===== src/rtl/seg_display_sched_if.sv =====
// -----------------------------------------------------------------------------
// seg_display_sched_if
// Bundles the signals between the measurement/UI logic, the display scheduler
// and the seven-segment scanner.
//   meas_valid/meas_bcd/meas_ready : measurement stream (sample-latest)
//   msg_valid/msg_bcd/msg_ready    : priority message source (no drop)
//   digit_tick/frame_start         : scan strobes towards the scanner
//   disp_bcd/blank/src_msg         : registered display content
// Modports:
//   master : producer/scanner side (drives valid/data, observes the rest)
//   slave  : the scheduler itself
// -----------------------------------------------------------------------------
interface seg_display_sched_if;
  logic        meas_valid;
  logic [15:0] meas_bcd;
  logic        meas_ready;
  logic        msg_valid;
  logic [15:0] msg_bcd;
  logic        msg_ready;
  logic        digit_tick;
  logic        frame_start;
  logic [15:0] disp_bcd;
  logic [3:0]  blank;
  logic        src_msg;

  modport master (
    output meas_valid, meas_bcd, msg_valid, msg_bcd,
    input  meas_ready, msg_ready, digit_tick, frame_start,
           disp_bcd, blank, src_msg
  );

  modport slave (
    input  meas_valid, meas_bcd, msg_valid, msg_bcd,
    output meas_ready, msg_ready, digit_tick, frame_start,
           disp_bcd, blank, src_msg
  );
endinterface


===== src/rtl/seg_display_sched.sv =====
// -----------------------------------------------------------------------------
// seg_display_sched
// Scheduler in front of a 4-digit seven-segment scanner. Generates the digit
// scan strobe, shares the display between a measurement stream and a priority
// message source, and swaps the displayed content only on frame boundaries so
// the scanner never shows a mix of old and new digits.
//
// Parameters:
//   DIV         : clk cycles per digit slot (>=2); one frame = 4*DIV cycles
//   HOLD_FRAMES : frames a message stays on display (>=1)
// Ports:
//   i_clk : system clock
//   i_rst : synchronous, active-high reset
//   bus   : seg_display_sched_if.slave (handshakes, strobes, display outputs)
// Optional feature:
//   SEG_LZB_EN : when defined, leading zeros of a displayed measurement are
//                blanked (digit0 is never blanked). When undefined, all four
//                digits are lit while a measurement is shown.
// -----------------------------------------------------------------------------
module seg_display_sched #(
  parameter int DIV         = 1000,
  parameter int HOLD_FRAMES = 250
) (
  input  logic                i_clk,
  input  logic                i_rst,
  seg_display_sched_if.slave  bus
);

  localparam int PW = $clog2(DIV);
  localparam int HW = $clog2(HOLD_FRAMES + 1);
  localparam logic [PW-1:0] PRESC_MAX = PW'(DIV - 1);
  localparam logic [HW-1:0] HOLD_INIT = HW'(HOLD_FRAMES);
  localparam logic [HW-1:0] HOLD_ONE  = HW'(1);

  typedef enum logic [1:0] {
    ST_IDLE = 2'd0,
    ST_MEAS = 2'd1,
    ST_MSG  = 2'd2
  } state_t;

  // Scan timing
  logic [PW-1:0] r_presc;
  logic [1:0]    r_idx;
  logic          w_tick;
  logic          w_fb;

  // Handshake slots
  logic          r_rdy;
  logic          r_meas_pend;
  logic [15:0]   r_meas_data;
  logic          r_msg_pend;
  logic [15:0]   r_msg_data;
  logic          w_meas_acc;
  logic          w_msg_acc;
  logic          w_meas_take;
  logic          w_msg_take;

  // Display state
  state_t        r_state;
  state_t        w_state_next;
  logic [15:0]   r_disp;
  logic [15:0]   w_disp_next;
  logic [3:0]    r_blank;
  logic [3:0]    w_blank_next;
  logic          r_src;
  logic          w_src_next;
  logic [HW-1:0] r_hold;
  logic [HW-1:0] w_hold_next;
  logic [15:0]   r_last_meas;
  logic [15:0]   w_last_next;
  logic          r_have_meas;
  logic          w_have_next;

  // Measurement that would be shown if a MEAS display is entered at this FB:
  // a pending sample is always newer than the remembered one.
  logic [15:0]   w_meas_show;
  logic [3:0]    w_meas_blank;

  assign w_tick = (r_presc == PRESC_MAX);
  assign w_fb   = w_tick && (r_idx == 2'd3);

  assign w_meas_acc = bus.meas_valid && r_rdy;
  assign w_msg_acc  = bus.msg_valid && r_rdy && !r_msg_pend;

  assign w_meas_show = r_meas_pend ? r_meas_data : r_last_meas;

`ifdef SEG_LZB_EN
  // A digit is blanked when it and every higher digit are zero.
  logic [3:1] w_digit_zero;
  genvar gi;
  generate
    for (gi = 1; gi < 4; gi++) begin : g_lzb
      assign w_digit_zero[gi] = (w_meas_show[gi*4 +: 4] == 4'h0);
      assign w_meas_blank[gi] = &w_digit_zero[3:gi];
    end
  endgenerate
  assign w_meas_blank[0] = 1'b0;
`else
  assign w_meas_blank = 4'h0;
`endif

  // ---------------------------------------------------------------------------
  // Prescaler and digit index
  // ---------------------------------------------------------------------------
  always_ff @(posedge i_clk) begin
    if (i_rst) begin
      r_presc <= '0;
      r_idx   <= 2'd0;
    end else begin
      r_presc <= w_tick ? '0 : r_presc + PW'(1);
      if (w_tick) begin
        r_idx <= r_idx + 2'd1;
      end
    end
  end

  // ---------------------------------------------------------------------------
  // Pending slots. A consume and an accept on the same edge leave the new
  // value pending; the consumer already latched the old one.
  // ---------------------------------------------------------------------------
  always_ff @(posedge i_clk) begin
    if (i_rst) begin
      r_rdy       <= 1'b0;
      r_meas_pend <= 1'b0;
      r_meas_data <= 16'h0000;
      r_msg_pend  <= 1'b0;
      r_msg_data  <= 16'h0000;
    end else begin
      r_rdy <= 1'b1;
      if (w_meas_take) begin
        r_meas_pend <= 1'b0;
      end
      if (w_meas_acc) begin
        r_meas_pend <= 1'b1;
        r_meas_data <= bus.meas_bcd;
      end
      if (w_msg_take) begin
        r_msg_pend <= 1'b0;
      end
      if (w_msg_acc) begin
        r_msg_pend <= 1'b1;
        r_msg_data <= bus.msg_bcd;
      end
    end
  end

  // ---------------------------------------------------------------------------
  // Display FSM: state register
  // ---------------------------------------------------------------------------
  always_ff @(posedge i_clk) begin
    if (i_rst) begin
      r_state     <= ST_IDLE;
      r_disp      <= 16'h0000;
      r_blank     <= 4'hF;
      r_src       <= 1'b0;
      r_hold      <= '0;
      r_last_meas <= 16'h0000;
      r_have_meas <= 1'b0;
    end else begin
      r_state     <= w_state_next;
      r_disp      <= w_disp_next;
      r_blank     <= w_blank_next;
      r_src       <= w_src_next;
      r_hold      <= w_hold_next;
      r_last_meas <= w_last_next;
      r_have_meas <= w_have_next;
    end
  end

  // ---------------------------------------------------------------------------
  // Display FSM: next state. Everything changes only on a frame boundary.
  // ---------------------------------------------------------------------------
  always_comb begin
    w_state_next = r_state;
    w_disp_next  = r_disp;
    w_blank_next = r_blank;
    w_src_next   = r_src;
    w_hold_next  = r_hold;
    w_last_next  = r_last_meas;
    w_have_next  = r_have_meas;
    w_meas_take  = 1'b0;
    w_msg_take   = 1'b0;

    if (w_fb) begin
      // A pending measurement is always absorbed into last_meas, even when a
      // message is (or stays) on display, so the return path shows the newest.
      if (r_meas_pend) begin
        w_last_next = r_meas_data;
        w_have_next = 1'b1;
        w_meas_take = 1'b1;
      end

      if (r_msg_pend) begin
        // New message preempts anything, including a running message.
        w_state_next = ST_MSG;
        w_disp_next  = r_msg_data;
        w_blank_next = 4'h0;
        w_src_next   = 1'b1;
        w_hold_next  = HOLD_INIT;
        w_msg_take   = 1'b1;
      end else begin
        case (r_state)
          ST_MSG: begin
            if (r_hold <= HOLD_ONE) begin
              w_hold_next = '0;
              w_src_next  = 1'b0;
              if (w_have_next) begin
                w_state_next = ST_MEAS;
                w_disp_next  = w_meas_show;
                w_blank_next = w_meas_blank;
              end else begin
                w_state_next = ST_IDLE;
                w_disp_next  = 16'h0000;
                w_blank_next = 4'hF;
              end
            end else begin
              w_hold_next = r_hold - HOLD_ONE;
            end
          end
          default: begin
            if (r_meas_pend) begin
              w_state_next = ST_MEAS;
              w_disp_next  = w_meas_show;
              w_blank_next = w_meas_blank;
              w_src_next   = 1'b0;
            end
          end
        endcase
      end
    end
  end

  // ---------------------------------------------------------------------------
  // Outputs
  // ---------------------------------------------------------------------------
  assign bus.meas_ready  = r_rdy;
  assign bus.msg_ready   = r_rdy && !r_msg_pend;
  assign bus.digit_tick  = w_tick;
  assign bus.frame_start = w_fb;
  assign bus.disp_bcd    = r_disp;
  assign bus.blank       = r_blank;
  assign bus.src_msg     = r_src;

endmodule


===== src/flat_wrapper.sv =====
// flat-port wrapper written by rule: the top's interface ports become plain ports
module seg_display_sched_flat 
#(
  parameter int DIV         = 1000,
  parameter int HOLD_FRAMES = 250
)
  (i_clk, i_rst, bus_meas_valid, bus_meas_bcd, bus_msg_valid, bus_msg_bcd, bus_meas_ready, bus_msg_ready, bus_digit_tick, bus_frame_start, bus_disp_bcd, bus_blank, bus_src_msg);
  seg_display_sched_if bus_i ();
  input  logic i_clk;
  input  logic i_rst;
  input wire logic [$bits(bus_i.meas_valid)-1:0] bus_meas_valid;
  input wire logic [$bits(bus_i.meas_bcd)-1:0] bus_meas_bcd;
  input wire logic [$bits(bus_i.msg_valid)-1:0] bus_msg_valid;
  input wire logic [$bits(bus_i.msg_bcd)-1:0] bus_msg_bcd;
  output wire logic [$bits(bus_i.meas_ready)-1:0] bus_meas_ready;
  output wire logic [$bits(bus_i.msg_ready)-1:0] bus_msg_ready;
  output wire logic [$bits(bus_i.digit_tick)-1:0] bus_digit_tick;
  output wire logic [$bits(bus_i.frame_start)-1:0] bus_frame_start;
  output wire logic [$bits(bus_i.disp_bcd)-1:0] bus_disp_bcd;
  output wire logic [$bits(bus_i.blank)-1:0] bus_blank;
  output wire logic [$bits(bus_i.src_msg)-1:0] bus_src_msg;
  assign bus_i.meas_valid = bus_meas_valid;
  assign bus_i.meas_bcd = bus_meas_bcd;
  assign bus_i.msg_valid = bus_msg_valid;
  assign bus_i.msg_bcd = bus_msg_bcd;
  assign bus_meas_ready = bus_i.meas_ready;
  assign bus_msg_ready = bus_i.msg_ready;
  assign bus_digit_tick = bus_i.digit_tick;
  assign bus_frame_start = bus_i.frame_start;
  assign bus_disp_bcd = bus_i.disp_bcd;
  assign bus_blank = bus_i.blank;
  assign bus_src_msg = bus_i.src_msg;
  seg_display_sched #(.DIV(DIV), .HOLD_FRAMES(HOLD_FRAMES)) u_core (.i_clk(i_clk), .i_rst(i_rst), .bus(bus_i));
endmodule

===== config.mk =====
export PLATFORM = sky130hd
export DESIGN_NAME = seg_display_sched_flat
export DESIGN_NICKNAME = d
export VERILOG_FILES = /design/src/rtl/seg_display_sched_if.sv /design/src/rtl/seg_display_sched.sv /design/src/flat_wrapper.sv
export SDC_FILE = /design/constraint.sdc
export NUM_CORES = 1
export LEC_CHECK = 0
export BUFFER_PORTS_ARGS = -buffer_cell sky130_fd_sc_hd__buf_2
export CORE_MARGIN = 4
export CORE_UTILIZATION = 58
export CTS_CLUSTER_DIAMETER = 100
export CTS_CLUSTER_SIZE = 8
export DETAILED_ROUTE_END_ITERATION = 10
export PLACE_DENSITY = 0.81
export SYNTH_ARGS = -nofsm -noshare
export SYNTH_HDL_FRONTEND = slang
export SYNTH_SLANG_ARGS = --single-unit
export TNS_END_PERCENT = 50

===== constraint.sdc =====
create_clock -name i_clk -period 5.2 [get_ports i_clk]
set_input_delay 1.04 -clock i_clk [delete_from_list [all_inputs] [get_ports i_clk]]
set_output_delay 1.04 -clock i_clk [all_outputs]
set_load 0.005 [all_outputs]

==> run metrics <==
Tot Pwr 0.00125 W; Critical Path Source Type register; largest net degree at the start of global routing 70; total negative slack 0 ns; placer congestion estimate 0.870; post-CTS sizing 0; crit-path max FO 23; routed len/inst 14.6 um; core box area 6870 um2; # rows 30; CTS tree yes; gate count of the mapped netlist 492; total CTS buffers 9; Max clock buf depth 2; final core occ 67.0%; Post-synth ARST share 0%; area of the die 8600 um2; Hold Startpoint u_core.r_msg_data[3]$_SDFFE_PP0P_; via count 3624; clk slew on worst S/H paths 0.09 ns; hold_buf cts 0; die width 92.7 um; Synth Cell Area 4170 um2; post-synth cell types 43; post-route ant nets 0; total global routing overflow 0; Final Cycle Share 65.4%; Slew headroom 26.1%; H-tree levels 3; DP HPWL 6.50 mm; top post-synthesis cells by area dfxtp_1, nand2_1, mux2i_1; Fin. Hold Viols 0; Seq cells post-synth 91; worst-skew pair later-pin latency 0.36 ns; First-pass DRT Iterations 5; max cap viols 0; Crit-path slowest cell inv_1; Main synth FF type dfxtp_1; Post-Syn Nets 532; share of cells above drive strength 1 18.7%; Buf/Inv on CP 3; drt drc 0; CP arrival 2.36 ns; Post-synth EDFFs 0; worst endpoint required time 4.16 ns; IO Port Bufs 60; f_max 294 MHz; initial drt markers 316; I/O Pins 61; Leak 1.80 nW; area occupied by multi-input gates 2100 um2; vias per cell 5.79; most common cell in the netlist nand2_1; initial antenna violation count 0; unrepaired setup endpoints after global routing no; Critical R2R Capture u_core.bus.disp_bcd[4]$_SDFFE_PP0P_; Yosys Warn Count 0; worst r2r path cells 5; Avg Cell Area, Syn 8.47 um2; CTS sink cnt 91; Seq/Total Area, Yosys 43.7%; CP Capture Type output port; placed insts 610; Hold Path Sink u_core.r_msg_data[3]$_SDFFE_PP0P_; share of the synthesized area in the top cell type 43.7%; CP max stage delay 0.50 ns; Filler Cell Count 566; worst r2r src u_core.r_msg_pend$_SDFFE_PP0P_; worst setup path startpoint u_core.r_presc[0]$_SDFF_PP0_; cell taking the most area after synthesis dfxtp_1; worst slew pin tran 1.11 ns; P per Cell Area 273 nW/um2; Final Non-Filler Cells 626; top cells by count, synth nand2_1, dfxtp_1, a21oi_1; fin crit period 3.40 ns; nets 565; Crit Path Category reg -> out; worst min path class reg -> reg; # Post-CTS Setup Buffers 0; Max Slew Vio Count 0; hold depth 2; vias in the first global route 3140; Worst VDD drop 204 uV; Die Span Y 92.7 um; Root Driver clkbuf_8; crit-path leading delay family buffers and inverters; antenna cell count 0; Post-Route Skew 0.0113 ns; crit-path cells ha_1 > and4bb_2 > nand3_1 > buf_4 > inv_1 > buf_2; P&R area growth vs syn 10.5%; Final setup viols 0; status complete, no violations; setup slack, reg-to-reg 2.76 ns; register area 1820 um2; GR Util All Layers 22.0%; effective utilization at floorplan 60.6%; global-route wire length before repair 15.3 mm; WL final 9.17 mm
[layer usage]
metal | routed length [um] | GRT usage [%] | vias up
li1 | - | - | 1796
met1 | 4310 | 31.7 | 1703
met2 | 4170 | 32.6 | 115
met3 | 547 | 5.36 | 10
met4 | 144 | 6.35 | 0
met5 | 0 | 0 | -
[state kept, by name, summed over array words and instances, names as in the netlist]
name and flops:
u_core.r_idx 2, u_core.r_hold 8, u_core.r_meas_pend 1, u_core.bus.src_msg 1, u_core.bus.meas_ready 1, u_core.r_meas_data 16, u_core.r_msg_data 16, u_core.r_last_meas 16
u_core.bus.disp_bcd 16, u_core.bus.blank 1, u_core.r_presc 10, u_core.r_state 1, u_core.r_have_meas 1, u_core.r_msg_pend 1
[worst max-delay path by stage]
| stage | endpoint | slack [ns] | cells after the start |
|---|---|---|---|
| global placement | bus_digit_tick | 2.30 | 6 |
| floorplan | bus_digit_tick | 2.80 | 5 |
| finish | bus_digit_tick | 1.80 | 6 |
| detailed placement | bus_digit_tick | 2.21 | 6 |
| global route | bus_digit_tick | 1.63 | 6 |
| CTS | bus_digit_tick | 1.81 | 6 |
[area by class of cell]
type / count / share of cell area, %
clock inverters: 7 / 1.41
well taps: 96 / 2.61
repair buffers: 66 / 7.51
clock buffers: 9 / 2.69
multi-input cells: 350 / 45.6
flip-flops and latches: 91 / 39.6
inverters: 7 / 0.571
[per-stage QoR]
stage,hold slack [ns],setup WS (ns),instance area [um2]
4_1_cts,0.460,1.81,4600
3_3_place_gp,0.444,2.30,4410
2_1_floorplan,0.430,2.80,4170
5_1_grt,0.481,1.63,4600
3_5_place_dp,0.447,2.21,4410
6_report,0.458,1.80,4600
[cell usage in the layout (no fill, tap or decap), types with 3 or more instances in the layout]
cell type / n
a31oi_1: 17
nor3_1: 21
and2_1: 4
mux2i_1: 32
nand3_1: 7
nand4_1: 3
o21ai_0: 3
and3_1: 3
a21oi_1: 48
dfxtp_1: 91
nor4_1: 12
buf_2: 60
nor4_2: 9
or4_1: 4
inv_1: 7
or2_2: 3
buf_4: 6
ha_1: 4
o31ai_1: 19
clkbuf_8: 9
xnor2_1: 7
nand2_1: 92
nor2_1: 35
[kinds of logic after synthesis]
family / synth area share (%)
and+or+nand+nor: 23.9
adders and majority gates: 1.20
DFF: 43.7
AOI/OAI and AO/OA: 15.7
xor gates and xnor gates: 1.89
buffers and inverters: 5.89
muxes: 7.69
[where the power goes]
| part | leakage (nW) | switching (W) | internal [W] |
|---|---|---|---|
| combinational | 0.965 | 0.0000433 | 0.0000285 |
| sequential | 0.738 | 0.0000169 | 0.000711 |
| clock | 0.0943 | 0.000269 | 0.000185 |
| total | 1.80 | 0.000329 | 0.000925 |
[tightest hold or removal path: cells and delay by family (launching register included)]
family / cells / cell delay (ns)
compound gates: 1 / 0.05
simple gates: 1 / 0.05
flops: 1 / 0.32
No activity file was read; power rests on OpenSTA's default activity.
